### src/rtl/lat_meas_clk27_if.sv
// Control, sensor and result signals between the sys controller / scanconverter
// output stage and the clk27 latency tester.
interface lat_meas_clk27_if;
    logic        active_i;
    logic        armed_i;
    logic [1:0]  mode_i;
    logic        sensor_i;
    logic        vsync_i;
    logic        trigger_i;
    logic [1:0]  mode_synced_o;
    logic [15:0] lat_result_o;
    logic [11:0] stb_result_o;
    logic        trig_waiting_o;
    logic        finished_o;

    modport master (
        output active_i, armed_i, mode_i, sensor_i, vsync_i, trigger_i,
        input  mode_synced_o, lat_result_o, stb_result_o, trig_waiting_o, finished_o
    );

    modport slave (
        input  active_i, armed_i, mode_i, sensor_i, vsync_i, trigger_i,
        output mode_synced_o, lat_result_o, stb_result_o, trig_waiting_o, finished_o
    );
endinterface

### src/rtl/lat_meas_clk27.sv
// Display latency tester: counts ticks from a reference event (trigger or the
// following VSYNC edge) to light on the sensor, then measures sensor settle time.
module lat_meas_clk27 #(
    parameter int unsigned TICK_DIV     = 2700,
    parameter int unsigned STABLE_TICKS = 10,
    parameter bit          DET_LEVEL    = 1'b0
) (
    input  logic            clk27,
    input  logic            reset_n,
    lat_meas_clk27_if.slave lt
);

    localparam int unsigned     PW            = (TICK_DIV > 1) ? $clog2(TICK_DIV) : 1;
    localparam logic [PW-1:0]   PRESC_LAST    = PW'(TICK_DIV - 1);
    localparam logic [PW-1:0]   PRESC_ZERO    = PW'(0);
    localparam logic [PW-1:0]   PRESC_ONE     = PW'(1);
    localparam int unsigned     SW            = $clog2(STABLE_TICKS + 1);
    localparam logic [SW-1:0]   STABLE_TARGET = SW'(STABLE_TICKS);
    localparam logic [SW-1:0]   STABLE_ZERO   = SW'(0);
    localparam logic [SW-1:0]   STABLE_ONE    = SW'(1);
    localparam logic [15:0]     LAT_MAX       = 16'hFFFF;
    localparam logic [11:0]     STB_MAX       = 12'hFFF;
    localparam logic [11:0]     STB_DROP      = 12'(STABLE_TICKS);

    typedef enum logic [2:0] {
        IDLE      = 3'd0,
        WAIT_TRIG = 3'd1,
        WAIT_REF  = 3'd2,
        COUNT_LAT = 3'd3,
        COUNT_STB = 3'd4,
        DONE      = 3'd5
    } state_t;

    state_t        state_r;
    logic          vs_meta_r, vs_sync_r, vs_prev_r;
    logic          tr_meta_r, tr_sync_r, tr_prev_r;
    logic [PW-1:0] presc_r;
    logic [SW-1:0] stable_r;
    logic [1:0]    mode_r;
    logic [15:0]   lat_r;
    logic [11:0]   stb_r;
    logic          waiting_r;
    logic          finished_r;

    logic          trig_rise_s;
    logic          trig_low_s;
    logic          vs_lead_s;
    logic          vs_trail_s;
    logic          tick_s;
    logic          det_s;
    logic          ref_hit_s;
    logic          direct_s;
    logic [PW-1:0] presc_next_s;
    logic [15:0]   lat_inc_s;
    logic [11:0]   stb_inc_s;
    logic [11:0]   stb_final_s;
    logic [SW-1:0] stable_inc_s;

    // Two-flop synchronizers plus a history flop; VSYNC idles high so its chain resets high
    always_ff @(posedge clk27 or negedge reset_n) begin
        if (!reset_n) begin
            vs_meta_r <= 1'b1;
            vs_sync_r <= 1'b1;
            vs_prev_r <= 1'b1;
            tr_meta_r <= 1'b0;
            tr_sync_r <= 1'b0;
            tr_prev_r <= 1'b0;
        end else begin
            vs_meta_r <= lt.vsync_i;
            vs_sync_r <= vs_meta_r;
            vs_prev_r <= vs_sync_r;
            tr_meta_r <= lt.trigger_i;
            tr_sync_r <= tr_meta_r;
            tr_prev_r <= tr_sync_r;
        end
    end

    // Edge detects, tick strobe and saturating next values for the counters
    always_comb begin
        trig_rise_s  = tr_sync_r & ~tr_prev_r;
        trig_low_s   = ~tr_sync_r;
        vs_lead_s    = vs_prev_r & ~vs_sync_r;
        vs_trail_s   = vs_sync_r & ~vs_prev_r;
        tick_s       = (presc_r == PRESC_LAST);
        det_s        = (lt.sensor_i == DET_LEVEL);
        ref_hit_s    = ((mode_r == 2'd1) && vs_lead_s) || ((mode_r == 2'd2) && vs_trail_s);
        direct_s     = (mode_r == 2'd0) || (mode_r == 2'd3);
        presc_next_s = tick_s ? PRESC_ZERO : (presc_r + PRESC_ONE);

        if (tick_s && (lat_r != LAT_MAX)) begin
            lat_inc_s = lat_r + 16'd1;
        end else begin
            lat_inc_s = lat_r;
        end

        if (tick_s && (stb_r != STB_MAX)) begin
            stb_inc_s = stb_r + 12'd1;
        end else begin
            stb_inc_s = stb_r;
        end

        // Any cycle without light restarts the stability run
        if (!det_s) begin
            stable_inc_s = STABLE_ZERO;
        end else if (tick_s) begin
            stable_inc_s = stable_r + STABLE_ONE;
        end else begin
            stable_inc_s = stable_r;
        end

        if (stb_inc_s >= STB_DROP) begin
            stb_final_s = stb_inc_s - STB_DROP;
        end else begin
            stb_final_s = 12'd0;
        end
    end

    // Measurement sequencer with registered status and result outputs
    always_ff @(posedge clk27 or negedge reset_n) begin
        if (!reset_n) begin
            state_r    <= IDLE;
            presc_r    <= PRESC_ZERO;
            stable_r   <= STABLE_ZERO;
            mode_r     <= 2'd0;
            lat_r      <= 16'd0;
            stb_r      <= 12'd0;
            waiting_r  <= 1'b0;
            finished_r <= 1'b0;
        end else if (!lt.active_i) begin
            state_r    <= IDLE;
            presc_r    <= PRESC_ZERO;
            waiting_r  <= 1'b0;
            finished_r <= 1'b0;
        end else begin
            case (state_r)
                IDLE: begin
                    presc_r   <= PRESC_ZERO;
                    waiting_r <= 1'b0;
                    if (lt.armed_i) begin
                        mode_r     <= lt.mode_i;
                        lat_r      <= 16'd0;
                        stb_r      <= 12'd0;
                        finished_r <= 1'b0;
                        waiting_r  <= 1'b1;
                        state_r    <= WAIT_TRIG;
                    end
                end
                WAIT_TRIG: begin
                    if (!lt.armed_i) begin
                        state_r    <= IDLE;
                        waiting_r  <= 1'b0;
                        finished_r <= 1'b0;
                    end else if (trig_rise_s) begin
                        waiting_r <= 1'b0;
                        presc_r   <= PRESC_ZERO;
                        state_r   <= direct_s ? COUNT_LAT : WAIT_REF;
                    end
                end
                WAIT_REF: begin
                    if (!lt.armed_i) begin
                        state_r    <= IDLE;
                        finished_r <= 1'b0;
                    end else if (trig_low_s) begin
                        waiting_r <= 1'b1;
                        state_r   <= WAIT_TRIG;
                    end else if (ref_hit_s) begin
                        presc_r <= PRESC_ZERO;
                        state_r <= COUNT_LAT;
                    end
                end
                COUNT_LAT: begin
                    if (!lt.armed_i) begin
                        state_r    <= IDLE;
                        presc_r    <= PRESC_ZERO;
                        finished_r <= 1'b0;
                    end else begin
                        presc_r <= presc_next_s;
                        lat_r   <= lat_inc_s;
                        if (lat_inc_s == LAT_MAX) begin
                            stb_r      <= STB_MAX;
                            finished_r <= 1'b1;
                            state_r    <= DONE;
                        end else if (det_s) begin
                            stable_r <= STABLE_ZERO;
                            presc_r  <= PRESC_ZERO;
                            state_r  <= COUNT_STB;
                        end
                    end
                end
                COUNT_STB: begin
                    if (!lt.armed_i) begin
                        state_r    <= IDLE;
                        presc_r    <= PRESC_ZERO;
                        finished_r <= 1'b0;
                    end else begin
                        presc_r  <= presc_next_s;
                        stb_r    <= stb_inc_s;
                        stable_r <= stable_inc_s;
                        // The stable run itself is not part of the settle time
                        if (stable_inc_s == STABLE_TARGET) begin
                            stb_r      <= stb_final_s;
                            finished_r <= 1'b1;
                            state_r    <= DONE;
                        end else if (stb_inc_s == STB_MAX) begin
                            finished_r <= 1'b1;
                            state_r    <= DONE;
                        end
                    end
                end
                DONE: begin
                    presc_r    <= PRESC_ZERO;
                    finished_r <= 1'b1;
                    if (!lt.armed_i) begin
                        state_r <= IDLE;
                    end
                end
                default: begin
                    state_r    <= IDLE;
                    presc_r    <= PRESC_ZERO;
                    waiting_r  <= 1'b0;
                    finished_r <= 1'b0;
                end
            endcase
        end
    end

    assign lt.mode_synced_o  = mode_r;
    assign lt.lat_result_o   = lat_r;
    assign lt.stb_result_o   = stb_r;
    assign lt.trig_waiting_o = waiting_r;
    assign lt.finished_o     = finished_r;

endmodule

### src/flat_wrapper.sv
// flat-port wrapper written by rule: the top's interface ports become plain ports
module lat_meas_clk27_flat 
#(
    parameter int unsigned TICK_DIV     = 2700,
    parameter int unsigned STABLE_TICKS = 10,
    parameter bit          DET_LEVEL    = 1'b0
)
  (clk27, reset_n, lt_active_i, lt_armed_i, lt_mode_i, lt_sensor_i, lt_vsync_i, lt_trigger_i, lt_mode_synced_o, lt_lat_result_o, lt_stb_result_o, lt_trig_waiting_o, lt_finished_o);
  lat_meas_clk27_if lt_i ();
  input  logic clk27;
  input  logic reset_n;
  input wire logic [$bits(lt_i.active_i)-1:0] lt_active_i;
  input wire logic [$bits(lt_i.armed_i)-1:0] lt_armed_i;
  input wire logic [$bits(lt_i.mode_i)-1:0] lt_mode_i;
  input wire logic [$bits(lt_i.sensor_i)-1:0] lt_sensor_i;
  input wire logic [$bits(lt_i.vsync_i)-1:0] lt_vsync_i;
  input wire logic [$bits(lt_i.trigger_i)-1:0] lt_trigger_i;
  output wire logic [$bits(lt_i.mode_synced_o)-1:0] lt_mode_synced_o;
  output wire logic [$bits(lt_i.lat_result_o)-1:0] lt_lat_result_o;
  output wire logic [$bits(lt_i.stb_result_o)-1:0] lt_stb_result_o;
  output wire logic [$bits(lt_i.trig_waiting_o)-1:0] lt_trig_waiting_o;
  output wire logic [$bits(lt_i.finished_o)-1:0] lt_finished_o;
  assign lt_i.active_i = lt_active_i;
  assign lt_i.armed_i = lt_armed_i;
  assign lt_i.mode_i = lt_mode_i;
  assign lt_i.sensor_i = lt_sensor_i;
  assign lt_i.vsync_i = lt_vsync_i;
  assign lt_i.trigger_i = lt_trigger_i;
  assign lt_mode_synced_o = lt_i.mode_synced_o;
  assign lt_lat_result_o = lt_i.lat_result_o;
  assign lt_stb_result_o = lt_i.stb_result_o;
  assign lt_trig_waiting_o = lt_i.trig_waiting_o;
  assign lt_finished_o = lt_i.finished_o;
  lat_meas_clk27 #(.TICK_DIV(TICK_DIV), .STABLE_TICKS(STABLE_TICKS), .DET_LEVEL(DET_LEVEL)) u_core (.clk27(clk27), .reset_n(reset_n), .lt(lt_i));
endmodule
### config.mk
export PLATFORM = sky130hd
export DESIGN_NAME = lat_meas_clk27_flat
export DESIGN_NICKNAME = d
export VERILOG_FILES = /design/src/rtl/lat_meas_clk27_if.sv /design/src/rtl/lat_meas_clk27.sv /design/src/flat_wrapper.sv
export SDC_FILE = /design/constraint.sdc
export NUM_CORES = 1
export LEC_CHECK = 0
export ABC_AREA = 1
export BUFFER_PORTS_ARGS = -buffer_cell sky130_fd_sc_hd__buf_2
export CELL_PAD_IN_SITES_DETAIL_PLACEMENT = 1
export CELL_PAD_IN_SITES_GLOBAL_PLACEMENT = 2
export CORE_UTILIZATION = 34
export CTS_CLUSTER_SIZE = 10
export DETAILED_ROUTE_END_ITERATION = 8
export PLACE_DENSITY = 0.89
export SLEW_MARGIN = 20
export SYNTH_ARGS = -nofsm -noshare
export SYNTH_HDL_FRONTEND = slang
export SYNTH_SLANG_ARGS = --single-unit
### constraint.sdc
create_clock -name clk27 -period 4.65 [get_ports clk27]
set_input_delay 0.465 -clock clk27 [delete_from_list [all_inputs] [get_ports clk27]]
set_output_delay 0.465 -clock clk27 [all_outputs]
set_load 0.02 [all_outputs]
After elaboration in Yosys (flattened, before gate mapping)
Index checks and enable logic that the tools add are counted.
Operators by class
  $add $sub $neg: 5
  $mul: 0
  div/mod/pow operators: 0
  $lt $le $gt $ge: 1
  eq/ne operators: 35
  shifts and indexed selects: 0
  mux-type cells: 63
  bitwise gates (word level): 6
  reduce and logical (&&, ||, !) cells: 21
Operators with widths (count)
  $mux 12: 18
  $mux 16: 3
  $pmux 12 s4: 1
  $mux 3: 14
  $pmux 12 s3: 1
  $pmux 16 s2: 1
  $add 12x1->12 const B: 2
  $eq 12x12->1 const B: 2
  $mux 4: 6
  $ne 3x3->1 const B: 6
  $pmux 3 s6: 1
  $reduce_and 6->1: 3
  $add 16x1->16 const B: 1
  $eq 16x16->1 const B: 1
  $ne 16x16->1 const B: 1
  $mux 1: 15
  $ge 12x4->1 const B: 1
  $ne 12x12->1 const B: 1
  $ne 2x2->1 const B: 6
  $reduce_and 4->1: 3
  $sub 12x4->12 const B: 1
  $ne 3x2->1 const B: 3
  $ne 4x3->1 const B: 2
  $pmux 4 s2: 1
  other kinds (25): 37
Storage, ports and cells
  register bits after elaboration: 57
  bits in latches: 0
  bits in writable memories: 0
  memory bits (read-only): 0
  input port bits: 9
  output and inout port bits: 32
  word-level logic and storage cells: 145
  memories: 0

Depth between registers and ports, before layout
Gate-level depths: netlist of the first run.
  word-level depth: 9
  gate-level depth with buffers: 21
  mapped depth without buffers: 19

Worst setup path before layout of the first run
OpenSTA, ideal clock, no wires.
  path kind: flip-flop to flip-flop
  from: register u_core.stb_r[0] (netlist: u_core.lt.stb_result_o[0])
  to: register u_core.stb_r[9] (netlist: u_core.lt.stb_result_o[9])
  library setup time: 117 ps
  arrival time: 2409 ps
  data required time: 4533 ps
  slack: 2124 ps
  cell stages (with the launch flop): 19
  buffers on the path: 1
  period minus slack after synthesis: 2526 ps
  path through: dfrtp_1 > ha_1 > nand2_1 > nor2_2 > nand3_1 > nand3_1 > buf_2 > nand2_1 > nand2_1 > ha_1 > nor2_1 > nor2_1 > nand3_1 > nand2_1 > nand2_1 > nand2_1 > nand2_1 > nand2_1 > nand2_1
Between the ends
  word-level cells in the longest chain between the ends: 8
  elaborated cells on any way between the ends: 10
  classes of those cells: 2 x add/sub; 1 x order compare; 1 x eq/ne; 5 x mux; 1 x reduce/logical
RTL lines
  from (decl): line lat_meas_clk27.sv:41  | logic [11:0] stb_r;
  from (signal assigned): line lat_meas_clk27.sv:197  | stb_r <= stb_inc_s;
  from (signal assigned): line lat_meas_clk27.sv:201  | stb_r <= stb_final_s;
  branches (longest 2 deep; another with $add 12x1->12)
  $mux 12 (*): line lat_meas_clk27.sv:96  | if (tick_s && (stb_r != STB_MAX)) begin
  $sub 12x4->12 / $ge 12x4->1 (equally long branches): line lat_meas_clk27.sv:112, lat_meas_clk27.sv:111
  $mux 12: line lat_meas_clk27.sv:111  | if (stb_inc_s >= STB_DROP) begin
  $mux 12 (*): line lat_meas_clk27.sv:200  | if (stable_inc_s == STABLE_TARGET) begin
  $mux 12 (*): line lat_meas_clk27.sv:191  | if (!lt.armed_i) begin
  $pmux 12 s3 (*): line lat_meas_clk27.sv:135  | case (state_r)
Mark *: on every way between the ends. The select of a mux whose other input is x is not followed.
A chain may end at the register's enable or synchronous reset.

Worst setup path in the final report of the first run
Ends and elaborated chain as after synthesis.

==> results_tabular.tex, run 1 <==
\begin{tabular}{lr}
\hline
Metric & Value \\
\hline
\multicolumn{2}{l}{\textbf{STA}} \\
Final-report setup violation count & 0 \\
Worst slew pin tran & 0.798 ns \\
Final Max Slew Viols & 0 \\
Setup\_tns & 0 ns \\
Hold slack final & 0.219 ns \\
Maximum clock rate & 314 MHz \\
Worst Slack Setup Final & 1.47 ns \\
Tcrit/Tclk final & 68.5\% \\
Setup Skew & 0.00953 ns \\
Tmin final & 3.18 ns \\
Final hold viol count & 0 \\
RSZ-0062 raised after global routing & no \\
Worst slew margin relative to its limit & 46.8\% \\
\multicolumn{2}{l}{\textbf{Run status}} \\
Outcome & finished clean \\
\multicolumn{2}{l}{\textbf{Clock tree}} \\
Buffer depth of the longest clock path & 2 \\
Clock buffer count from CTS & 9 \\
\# H-tree levels & 3 \\
Clk\_lat worst skew & 0.34 ns \\
TritonCTS sink count & 57 \\
CTS tree & done \\
Library cell used as clock root buffer & clkbuf\_16 \\
Number of hold buffers added after CTS & 0 \\
Register clock-pin slew on the reported worst setup and hold paths & 0.06 ns \\
Post-CTS setup buffer count & 0 \\
Number of cells upsized or downsized after cts & 0 \\
\multicolumn{2}{l}{\textbf{Layout}} \\
Post-route cell area & 5110 um\^{}2 \\
Total number of nets in the final design & 757 \\
Area growth from synthesis to layout & 14.4\% \\
Final core utilization & 40.2\% \\
Inserted Diodes & 0 \\
Layout cells sized above 1 & 13.7\% \\
Final Instance Count excl. Fillers & 918 \\
\multicolumn{2}{l}{\textbf{Worst setup path}} \\
Data required time of the worst path & 4.87 ns \\
Kind of end point of the critical path & flop \\
Classification of the worst setup path & reg2reg \\
Data arrival, critical path & 3.41 ns \\
Reg2reg setup slack & 1.47 ns \\
Nature of the critical path startpoint & flop \\
R2r worst-path depth & 18 \\
Largest fanout on the critical path & 12 \\
\multicolumn{2}{l}{\textbf{Floorplanning}} \\
Effective utilization at floorplan & 35.1\% \\
Floorplan die area & 13600 um\^{}2 \\
Count of standard-cell rows & 41 \\
Die outline height & 117 um \\
Total I/O pin count & 41 \\
Core footprint & 12700 um\^{}2 \\
Die boundary width & 117 um \\
\multicolumn{2}{l}{\textbf{Yosys}} \\
Async set-reset flop share out of synthesis & 100\% \\
Yosys warning total & 0 \\
Prevailing post-synth register cell & dfrtp\_1 \\
Top cell type's share of synthesized area & 30.2\% \\
Number of standard cells after synthesis & 704 \\
Cell types occupying the most area after synthesis & dfrtp\_1, nand2\_1, nor2\_1, inv\_1, nand3\_1 \\
Total standard cell area after synthesis & 4470 um\^{}2 \\
Fraction of the yosys area taken by sequential cells & 32.0\% \\
Number of flip-flops and latches in the synthesized netlist & 57 \\
Synthesized Nets & 720 \\
Post-Syn Area per Cell & 6.35 um\^{}2 \\
Library cell occupying the most area in the post-synthesis netlist & dfrtp\_1 \\
Unique cell type count in the Yosys netlist & 37 \\
EDFF count, synth & 0 \\
\multicolumn{2}{l}{\textbf{Global routing}} \\
GRT Overall Usage & 22.0\% \\
Antenna violations before repair & 0 \\
Overflow left after global routing & 0 \\
Via count of the first global-routing pass & 4634 \\
Pin count of the biggest net entering global routing & 58 \\
First-pass GRT wire length & 22900 um \\
\multicolumn{2}{l}{\textbf{Job}} \\
Max Cap Violations & 0 \\
\multicolumn{2}{l}{\textbf{Placed design}} \\
Count of buffers from port buffering & 40 \\
Weighted congestion at the end of routability-driven global placement & 0.826 \\
Pre-CTS setup slack & 1.50 ns \\
Placed wire-length estimate & 10600 um \\
Placed Cells incl. Taps & 902 \\
Area after detailed placement & 4790 um\^{}2 \\
\multicolumn{2}{l}{\textbf{Drt}} \\
Initial DRT Pass Iterations & 4 \\
Total number of vias & 4553 \\
Detailed-route vias per instance & 4.96 \\
Remaining antenna violation count & 0 \\
Drt first-iter violations & 207 \\
Detailed-route DRC error count & 0 \\
Wire length reported by the detailed router & 13800 um \\
Wire length per cell & 15.0 um \\
\multicolumn{2}{l}{\textbf{Power}} \\
Tot Pwr & 1.83 mW \\
Maximum resistive drop on vdd & 126 uV \\
Static leakage power & 2.52 nW \\
Areal power density over the cells & 359 nW/um\^{}2 \\
\multicolumn{2}{l}{\textbf{Worst hold path}} \\
Worst hold path cell count & 1 \\
Worst hold-check path type & in2reg \\
\hline
\end{tabular}
## cell type report
| class | instances | area [um^2] |
|---|---|---|
| timing repair buffer | 42 | 215 |
| sequential | 57 | 1430 |
| tap | 172 | 215 |
| clock inverter | 7 | 95.1 |
| fill | 1725 | 7610 |
| multi-input combinational | 548 | 2620 |
| clock buffer | 9 | 225 |
| inverter | 83 | 312 |
## logic make-up (layout without fill, tap and decap cells)
group / count (synthesis) / in the layout / share of synthesized area (%)
and+or+nand+nor: 453 / 453 / 43.4
adders and majority gates: 7 / 7 / 1.96
DFF: 57 / 57 / 32.0
buffers and inverters: 99 / 141 / 9.37
AOI/OAI and AO/OA: 61 / 61 / 7.97
xor gates and xnor gates: 27 / 27 / 5.29
## layout by cell type (no fill, tap or decap), drive strengths merged, types with 5 or more instances in the layout
cell type | Yosys | routed
nand2 | 288 | 288
o21ai | 28 | 28
nand3 | 46 | 46
o22ai | 16 | 16
nand4 | 16 | 16
xor2 | 21 | 21
buf | 12 | 42
ha | 7 | 7
clkbuf | 4 | 9
xnor2 | 6 | 6
dfrtp | 54 | 54
nor3 | 7 | 7
a21oi | 9 | 9
clkinv | 1 | 5
nor2 | 91 | 91
inv | 82 | 82
## Yosys cell counts, drive strengths merged (9+ instances only)
cell type,count
xor2,21
inv,82
nand2,288
o22ai,16
nand4,16
a21oi,9
dfrtp,54
o21ai,28
nor2,91
buf,12
nand3,46
## power breakdown
| part | total, mW | internal [mW] | switching [mW] | leakage [nW] |
|---|---|---|---|---|
| clock | 0.719 | 0.468 | 0.251 | 0.155 |
| combinational | 0.501 | 0.151 | 0.351 | 1.60 |
| sequential | 0.613 | 0.547 | 0.0663 | 0.763 |
## sequential cells by signal (all words and copies together), names as in the netlist
name and flops:
u_core.vs_meta_r 1, u_core.tr_sync_r 1, u_core.vs_prev_r 1, u_core.lt.lat_result_o 16
u_core.vs_sync_r 1, u_core.presc_r 12, u_core.tr_prev_r 1, u_core.lt.finished_o 1
u_core.lt.stb_result_o 12, u_core.state_r 3, u_core.lt.mode_synced_o 2, u_core.stable_r 4
u_core.tr_meta_r 1, u_core.lt.trig_waiting_o 1
## final timing paths
check                                     startpoint                         end
min reg2reg                         u_core.tr_meta_r            u_core.tr_sync_r
max                        u_core.lt.stb_result_o[0]   u_core.lt.stb_result_o[9]
max in group asynchronous                    reset_n  u_core.lt.stb_result_o[11]
min                                       lt_vsync_i            u_core.vs_meta_r
min in group asynchronous                    reset_n           u_core.presc_r[9]
max reg2reg                u_core.lt.stb_result_o[0]   u_core.lt.stb_result_o[9]
## worst max-delay path, cell delays in order, from the launching register on
cell,delay (ns)
dfrtp_1,0.45
ha_1,0.32
nand2_1,0.11
nor2_2,0.06
nand2_1,0.09
nor2_1,0.04
nor2_1,0.59
nand2_1,0.19
nand2_1,0.17
ha_1,0.20
nor2_1,0.08
nor2_1,0.25
nand3_1,0.12
nand2_1,0.07
nand2_1,0.06
nand2_1,0.06
nand2_1,0.06
nand2_1,0.09
nand2_1,0.06
## routing by layer
metal | GRT usage, % | part of all wire [%]
met1 | 29.8 | 50
met2 | 36.1 | 46
met3 | 4.20 | 2.7
met4 | 5.32 | 0.99
met5 | 0 | 0
Power figures use the tool's default switching activity.
==> run 2, diff against run 1 <==
Settings changed: CORE_UTILIZATION 34 to 33, PLACE_DENSITY 0.89 to 0.87.
Clock period 4.65 ns to 3.2 ns, I/O delays scaled along.
==> run 2 against run 1 <==
Compared with the run above: largest power group unchanged; critical path type unchanged; critical endpoint is now u_core.presc_r[11]; cell count grew 2.2%; cell area increased by 2.5%; worst hold slack lost 0.15 ns.
==> results_tabular.tex, run 2 (synthesized netlist as in run 1, its figures left out) <==
\begin{tabular}{lr}
\hline
Metric & Value \\
\hline
\multicolumn{2}{l}{\textbf{STA}} \\
Setup Skew & 0.0114 ns \\
Final-report setup violation count & 0 \\
Final hold viol count & 0 \\
Setup\_tns & 0 ns \\
Tmin final & 2.85 ns \\
Maximum clock rate & 351 MHz \\
Worst slew pin tran & 0.670 ns \\
RSZ-0062 raised after global routing & no \\
Worst Slack Setup Final & 0.348 ns \\
Hold slack final & 0.0712 ns \\
Final Max Slew Viols & 0 \\
Tcrit/Tclk final & 89.1\% \\
Worst slew margin relative to its limit & 55.2\% \\
\multicolumn{2}{l}{\textbf{Layout}} \\
Area growth from synthesis to layout & 17.3\% \\
Post-route cell area & 5240 um\^{}2 \\
Layout cells sized above 1 & 15.7\% \\
Final Instance Count excl. Fillers & 938 \\
Number of flip-flops under the largest register name & 16 \\
Most frequent cells in the layout & nand2\_1, nor2\_1, inv\_1 \\
Inserted Diodes & 0 \\
Total number of nets in the final design & 773 \\
Most common cell after layout, fill and taps aside & nand2\_1 \\
Final core utilization & 39.6\% \\
\multicolumn{2}{l}{\textbf{Worst setup path}} \\
Largest fanout on the critical path & 11 \\
Data arrival, critical path & 3.10 ns \\
Nature of the critical path startpoint & flop \\
Kind of end point of the critical path & flop \\
Data required time of the worst path & 3.45 ns \\
Classification of the worst setup path & reg2reg \\
\multicolumn{2}{l}{\textbf{Floorplanning}} \\
Floorplan die area & 14000 um\^{}2 \\
Core footprint & 13200 um\^{}2 \\
Die boundary width & 118 um \\
Total I/O pin count & 41 \\
Die outline height & 118 um \\
Effective utilization at floorplan & 33.8\% \\
Count of standard-cell rows & 42 \\
\multicolumn{2}{l}{\textbf{Clock tree}} \\
Buffer depth of the longest clock path & 2 \\
Post-CTS setup buffer count & 0 \\
Clk\_lat worst skew & 0.35 ns \\
TritonCTS sink count & 57 \\
CTS tree & done \\
Register clock-pin slew on the reported worst setup and hold paths & 0.06 ns \\
Clock buffer count from CTS & 9 \\
\# H-tree levels & 3 \\
Library cell used as clock root buffer & clkbuf\_16 \\
\multicolumn{2}{l}{\textbf{Placed design}} \\
Placed wire-length estimate & 11100 um \\
Count of buffers from port buffering & 40 \\
Weighted congestion at the end of routability-driven global placement & 0.939 \\
Pre-CTS setup slack & 0.124 ns \\
Area after detailed placement & 4910 um\^{}2 \\
Placed Cells incl. Taps & 921 \\
\multicolumn{2}{l}{\textbf{Power}} \\
Areal power density over the cells & 514 nW/um\^{}2 \\
Static leakage power & 2.59 nW \\
Maximum resistive drop on vdd & 267 uV \\
Tot Pwr & 2.70 mW \\
\multicolumn{2}{l}{\textbf{Drt}} \\
Wire length reported by the detailed router & 14400 um \\
Remaining antenna violation count & 0 \\
Total number of vias & 4705 \\
Detailed-route DRC error count & 0 \\
Initial DRT Pass Iterations & 4 \\
Detailed-route vias per instance & 5.02 \\
Drt first-iter violations & 251 \\
Wire length per cell & 15.4 um \\
\multicolumn{2}{l}{\textbf{Global routing}} \\
Pin count of the biggest net entering global routing & 26 \\
Antenna violations before repair & 0 \\
GRT Overall Usage & 22.0\% \\
First-pass GRT wire length & 24200 um \\
Via count of the first global-routing pass & 4824 \\
Overflow left after global routing & 0 \\
\multicolumn{2}{l}{\textbf{Run status}} \\
Outcome & finished clean \\
\multicolumn{2}{l}{\textbf{Worst hold path}} \\
Worst hold-check path type & in2reg \\
\multicolumn{2}{l}{\textbf{Job}} \\
Max Cap Violations & 0 \\
\hline
\end{tabular}
## run 2: repair_timing
action / 4_1_cts / 5_1_grt
endpoints found under the setup margin: 0 / 15
hold endpoints to repair: 14 / 0
hold buffers: 1 / 0
gates resized for setup: 0 / 4
## run 2: worst paths after layout
kind | start | to | slack, ns | cells after the start
setup reg to reg | u_core.lt.lat_result_o[0] | u_core.presc_r[11] | 0.35 | 16
hold / removal | lt_vsync_i | u_core.vs_meta_r | 0.07 | 1
setup / recovery | u_core.lt.lat_result_o[0] | u_core.presc_r[11] | 0.35 | 16
hold reg to reg | u_core.tr_meta_r | u_core.tr_sync_r | 0.35 | 0
max in group asynchronous | reset_n | u_core.presc_r[8] | 2.05 | 3
min in group asynchronous | reset_n | u_core.lt.stb_result_o[10] | 0.43 | 2
## run 2: where the power goes
group	internal (mW)	total [mW]	leakage, nW	switching [mW]
registers	0.795	0.861	0.763	0.0665
logic	0.257	0.823	1.68	0.566
clock network	0.625	1.01	0.145	0.389
## run 2: layout make-up
class | instances | area [um^2]
clock buffer | 10 | 239
clock inverter | 6 | 67.6
fill | 1780 | 8000
inverter | 83 | 312
multi-input combinational | 548 | 2640
sequential | 57 | 1430
tap | 176 | 220
timing repair buffer | 58 | 338
## run 2: critical path: stages, from the launching register on
cell and delay (ns):
dfrtp_1 0.43, ha_1 0.26, nand2_2 0.09, nor2_4 0.13
nand2_2 0.12, nor2_4 0.15, nor2_4 0.09, buf_4 0.18
nand2_1 0.06, nand2_1 0.08, nor2_2 0.17, nand3_1 0.09
nor2_1 0.13, nand3_2 0.14, nand3_2 0.12, nand2_1 0.24
o21ai_0 0.27
## run 2: routing by layer
layer  share of wire (%)  up-vias  track usage [%]  wire (um)
li1                    -     2329                -          -
met1                  48     2300             29.5       6940
met2                  47       59             35.9       6810
met3                 3.5       17             4.97        512
met4                 1.2        0             5.46        167
met5                   0        -                0          0
